==> config.mk <==
export PLATFORM = sky130hd
export DESIGN_NAME = ball_motion
export DESIGN_NICKNAME = d
export VERILOG_FILES = /design/src/rtl/ball_motion.sv
export SDC_FILE = /design/constraint.sdc
export NUM_CORES = 1
export LEC_CHECK = 0
export CAP_MARGIN = 20
export CORE_ASPECT_RATIO = 1.25
export CORE_MARGIN = 5
export CORE_UTILIZATION = 48
export CTS_BUF_LIST = sky130_fd_sc_hd__clkbuf_4 sky130_fd_sc_hd__clkbuf_8 sky130_fd_sc_hd__clkbuf_16
export DETAILED_ROUTE_END_ITERATION = 10
export GPL_TIMING_DRIVEN = 0
export PLACE_DENSITY = 0.79
export SYNTH_ARGS = -nofsm -noshare
export SYNTH_HDL_FRONTEND = slang
export SYNTH_SLANG_ARGS = --single-unit
==> constraint.sdc <==
create_clock -name clock -period 4.6 [get_ports clock]
set_input_delay 0.69 -clock clock [delete_from_list [all_inputs] [get_ports clock]]
set_output_delay 0.69 -clock clock [all_outputs]
set_load 0.02 [all_outputs]
==> src/rtl/ball_motion.sv <==
// Ball producer for the brick game: serve, stepping, wall/paddle/brick bounces, misses, lives, win/over.
// Optional `SPEEDUP_EN: after 8 paddle bounces in one serve the ball steps on every move_tick.
module ball_motion #(
  parameter int PADDLE_ROW = 15,
  parameter int PADDLE_W   = 4,
  parameter int LIVES      = 3,
  parameter int MISS_TICKS = 4,
  parameter int BALL_DIV   = 2
) (
  input  logic        clock,
  input  logic        reset,
  input  logic        move_tick,
  input  logic        launch,
  input  logic [3:0]  paddle_col,
  input  logic [55:0] Bricks,
  output logic [3:0]  Ball_rowIndex,
  output logic [3:0]  Ball_colIndex,
  output logic [1:0]  Ball_direction,
  output logic [1:0]  lives,
  output logic        game_over,
  output logic        game_win,
  output logic [2:0]  o_dbg_state
);
  typedef enum logic [2:0] {
    S_SERVE = 3'd0, S_MOVE = 3'd1, S_MISS = 3'd2, S_OVER = 3'd3, S_WIN = 3'd4
  } state_t;

  localparam logic [3:0]        REST_ROW   = 4'(PADDLE_ROW - 1);
  localparam logic signed [4:0] PAD_ROW    = 5'(PADDLE_ROW);
  localparam logic [4:0]        PAD_SPAN   = 5'(PADDLE_W - 1);
  localparam logic [1:0]        LIVES_INIT = 2'(LIVES);
  localparam logic [3:0]        MISS_LAST  = 4'(MISS_TICKS - 1);
  localparam logic [2:0]        DIV_N      = 3'(BALL_DIV);

  state_t      r_state, w_state_nxt;
  logic [3:0]  r_row, r_col, w_row_nxt, w_col_nxt;
  logic [1:0]  r_dir, w_dir_nxt, r_lives, w_lives_nxt;
  logic [2:0]  r_div, w_div_nxt;
  logic [3:0]  r_miss, w_miss_nxt;
  logic        r_over, r_win;

  logic signed [4:0] w_col_s, w_row_s, w_nc, w_nr;
  logic [1:0]  w_dir_b;
  logic        w_pad_zone, w_on_pad, w_brick_hit, w_step, w_fast;
  logic [4:0]  w_pad_hi;
  logic [5:0]  w_brick_idx;
  logic [2:0]  w_div_inc;
  logic [3:0]  w_serve_col;

  // Target cell after wall and ceiling reflections; a corner flips both bits.
  always_comb begin
    w_col_s = $signed({1'b0, r_col});
    w_row_s = $signed({1'b0, r_row});
    w_dir_b = r_dir;
    w_nc    = r_dir[0] ? w_col_s - 5'sd1 : w_col_s + 5'sd1;
    if (w_nc < 5'sd0 || w_nc > 5'sd15) begin
      w_dir_b[0] = ~r_dir[0];
      w_nc       = w_dir_b[0] ? w_col_s - 5'sd1 : w_col_s + 5'sd1;
    end
    if (!r_dir[1] && r_row == 4'd0) w_dir_b[1] = 1'b1;
    w_nr = w_dir_b[1] ? w_row_s + 5'sd1 : w_row_s - 5'sd1;
  end

  assign w_pad_zone  = w_dir_b[1] && (w_nr == PAD_ROW);
  assign w_pad_hi    = {1'b0, paddle_col} + PAD_SPAN;
  assign w_on_pad    = (w_nc[3:0] >= paddle_col) && ({1'b0, w_nc[3:0]} <= w_pad_hi);
  assign w_brick_idx = {w_nr[2:0] - 3'd1, w_nc[3:1]};
  assign w_brick_hit = (w_nr >= 5'sd1) && (w_nr <= 5'sd7) && Bricks[w_brick_idx];
  assign w_div_inc   = r_div + 3'd1;
  assign w_step      = move_tick && (w_fast || w_div_inc >= DIV_N);
  assign w_serve_col = (paddle_col == 4'd15) ? 4'd15 : paddle_col + 4'd1;

`ifdef SPEEDUP_EN
  logic [3:0] r_hits, w_hits_nxt;
  assign w_fast = (r_hits >= 4'd8);
`else
  assign w_fast = 1'b0;
`endif

  always_comb begin
    w_state_nxt = r_state;
    w_row_nxt   = r_row;
    w_col_nxt   = r_col;
    w_dir_nxt   = r_dir;
    w_lives_nxt = r_lives;
    w_div_nxt   = r_div;
    w_miss_nxt  = r_miss;
`ifdef SPEEDUP_EN
    w_hits_nxt  = r_hits;
`endif
    case (r_state)
      S_SERVE: begin
        w_row_nxt  = REST_ROW;
        w_col_nxt  = w_serve_col;
        w_dir_nxt  = 2'b00;
        w_miss_nxt = 4'd0;
`ifdef SPEEDUP_EN
        w_hits_nxt = 4'd0;
`endif
        if (launch) begin
          w_state_nxt = S_MOVE;
          w_div_nxt   = 3'd0;
        end
      end
      S_MOVE: begin
        if (Bricks == 56'd0) begin
          w_state_nxt = S_WIN;
        end else if (move_tick && !w_step) begin
          w_div_nxt = w_div_inc;
        end else if (w_step) begin
          w_div_nxt = 3'd0;
          w_col_nxt = w_nc[3:0];
          if (w_pad_zone && w_on_pad) begin
            w_dir_nxt = {1'b0, w_dir_b[0]};
`ifdef SPEEDUP_EN
            if (r_hits != 4'hF) w_hits_nxt = r_hits + 4'd1;
`endif
          end else if (w_pad_zone) begin
            w_row_nxt   = w_nr[3:0];
            w_dir_nxt   = w_dir_b;
            w_miss_nxt  = 4'd0;
            w_state_nxt = S_MISS;
          end else begin
            w_row_nxt = w_nr[3:0];
            w_dir_nxt = w_brick_hit ? {~w_dir_b[1], w_dir_b[0]} : w_dir_b;
          end
        end
      end
      S_MISS: begin
        if (move_tick) begin
          if (r_miss == MISS_LAST) begin
            w_miss_nxt  = 4'd0;
            w_lives_nxt = r_lives - 2'd1;
            w_state_nxt = (r_lives == 2'd1) ? S_OVER : S_SERVE;
          end else begin
            w_miss_nxt = r_miss + 4'd1;
          end
        end
      end
      default: begin
        if (launch) begin
          w_state_nxt = S_SERVE;
          w_lives_nxt = LIVES_INIT;
          w_div_nxt   = 3'd0;
          w_miss_nxt  = 4'd0;
        end
      end
    endcase
  end

  always_ff @(posedge clock or negedge reset) begin
    if (!reset) begin
      r_state <= S_SERVE;
      r_row   <= REST_ROW;
      r_col   <= 4'd7;
      r_dir   <= 2'b00;
      r_lives <= LIVES_INIT;
      r_div   <= 3'd0;
      r_miss  <= 4'd0;
      r_over  <= 1'b0;
      r_win   <= 1'b0;
`ifdef SPEEDUP_EN
      r_hits  <= 4'd0;
`endif
    end else begin
      r_state <= w_state_nxt;
      r_row   <= w_row_nxt;
      r_col   <= w_col_nxt;
      r_dir   <= w_dir_nxt;
      r_lives <= w_lives_nxt;
      r_div   <= w_div_nxt;
      r_miss  <= w_miss_nxt;
      r_over  <= (w_state_nxt == S_OVER);
      r_win   <= (w_state_nxt == S_WIN);
`ifdef SPEEDUP_EN
      r_hits  <= w_hits_nxt;
`endif
    end
  end

  assign Ball_rowIndex  = r_row;
  assign Ball_colIndex  = r_col;
  assign Ball_direction = r_dir;
  assign lives          = r_lives;
  assign game_over      = r_over;
  assign game_win       = r_win;
  assign o_dbg_state    = r_state;
endmodule
==> flow_summary.ini, run 1 <==
[layout]
diodes = 0
syn_to_final_growth_pct = 35.9
stdcell_area_mm2 = 0.00370
drive_gt1_share_pct = 10.2
nets = 510
final_core_util_pct = 67.5
final.fill_count = 464

[clock_network]
post_cts_resized = 0
ctsRootBufferMaster = clkbuf_8
cts_buffers = 3
postCtsHoldBufs = 0
h-tree-depth = 1
clock_latency_ps = 270
cts_sinks = 24
clock_path_buffers = 2
cts_tree = built
clkSlewWorstSetupHoldPaths_ps = 90
cts_setup_buffers = 0

[power_and_ir_drop]
power.share.combinational_pct = 78.4
power_density_mw_per_mm2 = 675
p_sw_share_pct = 50.0
peakVddDrop_mv = 0.303
p_clk_share_pct = 7.4
total_power_w = 0.00250
intPower_w = 0.00125
seqPwrFrac_pct = 14.1
p_sw_w = 0.00125
power.leakage_nw = 1.57

[timing]
timing.fmax_ghz = 0.244
final.period_utilization_pct = 89.1
setup_tns_ps = 0
slew_headroom_pct = 35.7
slew_viol_final = 0
rsz0062_at_grt = no
fin_crit_ps = 4100
hold_viol_final = 0
clock_skew_ps = 2.76
finalSetupViolCount = 0
fin_ws_ps = 501
worstMarginPinSlew_ps = 956

[worst_hold_path]
worstHoldPathType = reg -> reg
min_from = r_miss[3]

[grt]
antenna_found_initial = 0
grt.busiest_layer = met2
grt_use_met3_pct = 4.13
gr-usage-met2_pct = 42.2
use_met1_pct = 25.1
track_usage_pct = 22.4
grt_max_degree = 25
grt_pass1_wl_mm = 13.6
grt_overflow = 0
grt_pass1_vias = 2922

[floorplanning]
die_area_mm2 = 0.00728
initial_core_util_pct = 49.6
core_area_mm2 = 0.00548
die_y_um = 94.2
io_pins = 81
die_w_um = 77.3
num_rows = 30

[logic_synthesis]
synth_common_cells = nand2_1, nor2_1, ha_1
synth_cells = 337
avgSynthCellArea_um2 = 8.07
synthArstFlopShare_pct = 100
yosysWarningCount = 0
synth_seq_cells = 24
synth.top_cells.by_area = dfrtp_1, ha_1, dfstp_2
synth_most_common_cell = nand2_1
yosys.area.top_type_share_pct = 14.7
ys_types = 67
synth_top_cell_by_area = dfrtp_1
synth_flop_cell = dfrtp_1
yosysSeqAreaShare_pct = 22.4
syn_nets = 424
synth_edf_count = 0
netlist_area_mm2 = 0.00272

[run_status]
outcome = finished, final reports clean

[worst_setup_path]
cp-end-kind = register
arrival_ps = 4280
critPathMaxFanout = 11
start_kind = register
r2r_start = Ball_colIndex[0]
crit_type = reg -> reg
cp.required_ps = 4780
crit_start = Ball_colIndex[0]

[route]
via_per_inst = 5.93
dr.first_iter.drc_count = 155
drt-total-wl_mm = 8.11
wl_per_cell_um = 16.7
via_count = 2883
drc = 0
first_pass_iters = 4
drtAntennaViolNets = 0

[placement]
port_buffers = 79
pre_cts_ws_ps = 510
routabilityCongestion = 0.953
hpwl_mm = 6.52
placed_area_mm2 = 0.00359

[flow_run]
maxCapViolCount = 0
path summary, 6_finish.rpt:
kind,to,slack [ps],cells after the start
worst max-delay path,Ball_direction[1],500,16
worst min-delay path,r_miss[3],500,1
worst max register to register,Ball_direction[1],500,16
worst min register to register,r_miss[3],500,1
max in group asynchronous,Ball_rowIndex[1],3320,2
min in group asynchronous,r_div[2],750,1
placed cells by master (no fill, tap or decap), types with 6 or more instances in the layout:
cell type and n:
buf_2 6, a31oi_1 6, nand4_1 8, dfstp_2 8, a211oi_1 9, mux2_2 7
ha_1 22, nor2_1 24, nor4_1 19, nor3_1 6, a21oi_1 17, nand3_1 7
inv_1 19, clkbuf_1 8, o21ai_0 18, dfrtp_1 16, mux2i_1 14, clkdlybuf4s50_1 79
nand2_1 35
registers in the layout, indices dropped and copies added (netlist names):
signal and flops:
game_over 1, Ball_rowIndex 4, Ball_direction 2, r_div 3
Ball_colIndex 4, lives 2, o_dbg_state 3, game_win 1
r_miss 4
metrics by stage:
step	hold WS (ps)	cells
after floorplan	394	337
after global placement	469	480
after detailed placement	475	480
after CTS	502	484
after global routing	540	486
final	500	486
worst max-delay path, cell delays in order (launching register included):
cell and delay (ps):
dfstp_2 630, ha_1 320, a21oi_1 120, or2_2 280, o211a_1 200, clkbuf_1 240, inv_2 110, buf_2 260
ha_1 280, a21boi_0 110, o21ai_0 150, nand2b_1 70, a21oi_1 190, nor2_1 80, a31oi_1 530, nand2_1 180
o31ai_2 250
power groups by stage:
stage               clock [W]  combinational (W)  sequential [W]
global route         0.000198            0.00215        0.000368
finish               0.000186            0.00196        0.000353
floorplan                   0            0.00139        0.000397
detailed placement          0            0.00193        0.000359
global placement            0            0.00190        0.000357
CTS                  0.000190            0.00195        0.000355
final cells by class:
cell class / count / area (um^2) / area share, %
multi-input combinational: 275 / 1930 / 52.1
timing repair buffer: 81 / 826 / 22.3
sequential: 24 / 611 / 16.5
inverter: 22 / 95.1 / 2.57
buffer: 16 / 86.3 / 2.34
tap: 64 / 80.1 / 2.17
clock buffer: 3 / 41.3 / 1.12
clock inverter: 1 / 30.0 / 0.812
cell families (layout without fill, tap and decap cells):
| kind of cell | after synthesis | count (layout) | synth area share (%) |
|---|---|---|---|
| multiplexers | 22 | 22 | 8.46 |
| buffers and inverters | 38 | 123 | 6.67 |
| XOR/XNOR | 6 | 6 | 1.93 |
| AO/OA/AOI/OAI | 97 | 97 | 25.0 |
| AND/OR/NAND/NOR | 127 | 127 | 24.6 |
| flip-flops | 24 | 24 | 22.4 |
| adder cells (fa/ha/maj) | 23 | 23 | 10.9 |
routing by layer:
metal | wire length [um] | share of wire, % | up-vias
met4 | 172 | 2.1 | 0
met3 | 457 | 5.6 | 13
li1 | - | - | 1439
met5 | 0 | 0 | -
met2 | 4180 | 52 | 88
met1 | 3300 | 41 | 1343
No activity file was read; power rests on OpenSTA's default activity.
==> run 2: changes to the inputs <==
CAP_MARGIN = default   (was 20)
==> run 2 against run 1 <==
  * Sequential share of layout area rose by 0.16 points
  * Wire length rose by 0.41%
  * Non-clock buffer count fell by 2
  * Hold slack barely moved
  * Sequential cell count did not move
  * Maximum frequency fell by 1.4%
  * Register-to-register slack got worse by 60 ps
==> flow_summary.ini, run 2 (same netlist as run 1, synthesis figures left out) <==
[run_status]
outcome = finished, final reports clean

[grt]
antenna_found_initial = 0
track_usage_pct = 22.4
grt_pass1_wl_mm = 13.6
gr-usage-met2_pct = 42.2
grt_pass1_vias = 2922
use_met1_pct = 25.1
grt_use_met3_pct = 4.13
grt.busiest_layer = met2
grt_max_degree = 25
grt_overflow = 0

[worst_setup_path]
start_kind = register
arrival_ps = 4340
r2r_start = Ball_colIndex[0]
cp.required_ps = 4780
crit_start = Ball_colIndex[0]
regToRegEndpoint = Ball_direction[1]
cp-endpoint = Ball_direction[1]
cp-end-kind = register
reg2reg_slack_ps = 440
critPathMaxFanout = 11
reg2reg_depth = 16
crit_type = reg -> reg

[layout]
final_common_cell = clkdlybuf4s50_1
nets = 508
stdcell_area_mm2 = 0.00366
multiInputGateArea_mm2 = 0.00193
final_cell_mix = clkdlybuf4s50_1, nand2_1, nor2_1
drive_gt1_share_pct = 9.76
syn_to_final_growth_pct = 34.6
register_area_um2 = 611
diodes = 0
final.fill_count = 466

[clock_network]
cts_buffers = 3
ctsRootBufferMaster = clkbuf_8
postCtsHoldBufs = 0
post_cts_resized = 0
cts_tree = built
cts_setup_buffers = 0
clock_path_buffers = 2
cts_sinks = 24
clock_latency_ps = 270
h-tree-depth = 1
clkSlewWorstSetupHoldPaths_ps = 90

[timing]
fin_ws_ps = 444
slew_headroom_pct = 23.9
worstMarginPinSlew_ps = 1130
timing.fmax_ghz = 0.241
slew_viol_final = 0
setup_tns_ps = 0
rsz0062_at_grt = no
fin_crit_ps = 4160
final.period_utilization_pct = 90.4
finalSetupViolCount = 0
hold_viol_final = 0
clock_skew_ps = 3.92

[placement]
hpwl_mm = 6.52
routabilityCongestion = 0.953
placed_area_mm2 = 0.00359
port_buffers = 79
pre_cts_ws_ps = 510

[worst_hold_path]
worstHoldPathType = reg -> reg

[route]
drc = 0
wl_per_cell_um = 16.8
via_count = 2873
drtAntennaViolNets = 0
via_per_inst = 5.94
drt-total-wl_mm = 8.14
first_pass_iters = 4
dr.first_iter.drc_count = 167

[floorplanning]
die_y_um = 94.2
num_rows = 30
die_area_mm2 = 0.00728
die_w_um = 77.3
core_area_mm2 = 0.00548
initial_core_util_pct = 49.6
io_pins = 81

[power_and_ir_drop]
peakVddDrop_mv = 0.304
power.leakage_nw = 1.56
power_density_mw_per_mm2 = 680

[flow_run]
maxCapViolCount = 0
## run 2: final cells by class
type	count	area share [%]
tap	64	2.19
timing repair buffer	79	21.6
clock inverter	1	0.820
sequential	24	16.7
buffer	16	2.36
multi-input combinational	275	52.6
clock buffer	3	1.13
inverter	22	2.60
## run 2: through the flow
stage	power, W	utilization [%]	hold slack (ps)	instances
after floorplan	0.00179	-	394	337
after global placement	0.00226	65.5	469	480
after detailed placement	0.00229	65.5	475	480
after CTS	0.00249	66.8	502	484
after global routing	0.00271	66.8	540	484
final	0.00249	66.8	500	484
## run 2: how the worst min path moves through the flow
stage	endpoint	from	slack, ps	cells past startpoint
after detailed placement	r_miss[3]	r_miss[3]	470	1
after floorplan	Ball_colIndex[3]	reset	390	0
after global routing	r_miss[3]	r_miss[3]	540	1
after global placement	r_miss[3]	r_miss[3]	470	1
after CTS	r_miss[3]	r_miss[3]	500	1
final	r_miss[3]	r_miss[3]	500	1
## run 2: worst max-delay path: stages, from the launching register on
cell and delay (ps):
dfstp_2 630, ha_1 320, a21oi_1 110, or2_2 280, o211a_1 200, clkbuf_1 230, inv_2 100, buf_2 260
ha_1 280, a21boi_0 110, o21ai_0 150, nand2b_1 70, a21oi_1 200, nor2_1 80, a31oi_1 550, nand2_1 180
o31ai_2 280
## run 2: per-layer routing
layer,vias to the layer above,wire (um)
met5,-,0
met4,0,172
met3,13,516
met2,95,4160
met1,1330,3300
li1,1435,-
## run 2: report_power, final
group          internal (W)  switching (W)  total [W]
sequential         0.000284      0.0000691   0.000353
combinational      0.000846        0.00111    0.00195
clock              0.000116      0.0000683   0.000185
total               0.00125        0.00125    0.00249
==> run 3: changes to the inputs <==
CORE_UTILIZATION = 30   (was 48)
PLACE_DENSITY = 0.53   (was 0.79)
==> run 3 against run 2 <==
  * Non-clock buffer count is the same
  * Cell area up 1.9%
  * Hold slack worse by 3.1 ps
  * Sequential cell count unchanged
  * Wire length is 12% higher
  * Via count is 0.17% lower
  * First-iteration DRC count shrank 34%
  * Core utilization fell by 24 points
  * Maximum frequency decreased by 1.3%
  * Count of clock-buffer cells in the layout is the same
  * Global-route usage is 6.4 points lower
  * Final cell count up 12%
==> flow_summary.ini, run 3 (same netlist as run 1, synthesis figures left out) <==
[clock_network]
clkSlewWorstSetupHoldPaths_ps = 100
clock_path_buffers = 2
cts_sinks = 24
cts_setup_buffers = 0
h-tree-depth = 1
post_cts_resized = 0
cts_buffers = 3
postCtsHoldBufs = 0
ctsRootBufferMaster = clkbuf_8
cts_tree = built
clock_latency_ps = 270

[run_status]
outcome = finished, final reports clean

[route]
wl_per_cell_um = 16.9
dr.first_iter.drc_count = 111
drtAntennaViolNets = 0
via_per_inst = 5.31
drt-total-wl_mm = 9.15
first_pass_iters = 4
via_count = 2868
drc = 0

[timing]
worstMarginPinSlew_ps = 1300
clock_skew_ps = 8.47
timing.fmax_ghz = 0.237
fin_ws_ps = 388
setup_tns_ps = 0
fin_crit_ps = 4210
hold_viol_final = 0
rsz0062_at_grt = no
holdWs_ps = 497
final.period_utilization_pct = 91.6
slew_viol_final = 0
finalSetupViolCount = 0
slew_headroom_pct = 12.7

[layout]
drive_gt1_share_pct = 9.76
final_cell_mix = clkdlybuf4s50_1, nand2_1, nor2_1
nets = 508
final_core_util_pct = 42.4
final_common_cell = clkdlybuf4s50_1
syn_to_final_growth_pct = 37.2
diodes = 0

[floorplanning]
num_rows = 38
die_area_mm2 = 0.0111
io_pins = 81
die_w_um = 95.2
core_area_mm2 = 0.00880
die_y_um = 116
initial_core_util_pct = 30.9

[grt]
grt_overflow = 0
grt_pass1_vias = 2922
grt_pass1_wl_mm = 14.3
grt_max_degree = 25
track_usage_pct = 16.1
antenna_found_initial = 0

[worst_hold_path]
hold_depth = 1
worstHoldPathType = reg -> reg

[power_and_ir_drop]
total_power_w = 0.00254
power.leakage_nw = 1.56
power_density_mw_per_mm2 = 679
peakVddDrop_mv = 0.190

[worst_setup_path]
cp.required_ps = 4790
crit_type = reg -> reg
crit_start = Ball_colIndex[0]
start_kind = register
arrival_ps = 4400
r2r_start = Ball_colIndex[0]
cp-endpoint = Ball_direction[1]
regToRegEndpoint = Ball_direction[1]
reg2reg_depth = 16
cp-end-kind = register
critPathMaxFanout = 11
reg2reg_slack_ps = 390

[placement]
hpwl_mm = 7.30
port_buffers = 79
routabilityCongestion = 0.901
pre_cts_ws_ps = 370

[flow_run]
maxCapViolCount = 0
run 3: cell counts in the layout (fill, tap and decap cells not counted):
No cell type changed its count.
run 3: stage by stage:
step,cell area (um^2),instances
after CTS,3730,540
after global routing,3730,540
final,3730,540
after global placement,3660,536
after floorplan,2720,337
after detailed placement,3660,536
run 3: routing by layer:
metal / vias to the layer above / part of all wire (%) / track usage (%)
li1: 1431 / - / -
met1: 1332 / 41 / 19.0
met2: 97 / 49 / 29.9
met3: 8 / 8.0 / 2.58
met4: 0 / 1.4 / 3.85
met5: - / 0 / 0
run 3: critical path, stage by stage (launching register included):
cell	delay (ps)
dfstp_2	650
ha_1	310
a21oi_1	120
or2_2	290
o211a_1	200
clkbuf_1	280
inv_2	120
buf_2	280
ha_1	280
a21boi_0	130
o21ai_0	150
nand2b_1	70
a21oi_1	190
nor2_1	80
a31oi_1	530
nand2_1	170
o31ai_2	290
run 3: worst min-delay path by stage:
stage,from,endpoint,slack [ps]
global placement,r_miss[3],r_miss[3],470
finish,r_miss[3],r_miss[3],500
global route,lives[1],lives[1],530
CTS,r_miss[3],r_miss[3],490
floorplan,reset,Ball_colIndex[3],390
detailed placement,r_miss[3],r_miss[3],480
run 3: layout make-up:
type | instances | area [um^2]
repair buffers | 79 | 791
flip-flops and latches | 24 | 611
inverters | 22 | 95.1
plain buffers | 16 | 86.3
clock inverters | 1 | 30.0
fillers | 893 | 5060
well taps | 120 | 150
clock buffers | 3 | 41.3
multi-input cells | 275 | 1930
run 3: power breakdown:
part | internal, W | total, W | switching, W
Sequential | 0.000284 | 0.000355 | 0.0000707
Clock | 0.000116 | 0.000190 | 0.0000732
Combinational | 0.000846 | 0.00199 | 0.00115
Total | 0.00125 | 0.00254 | 0.00129
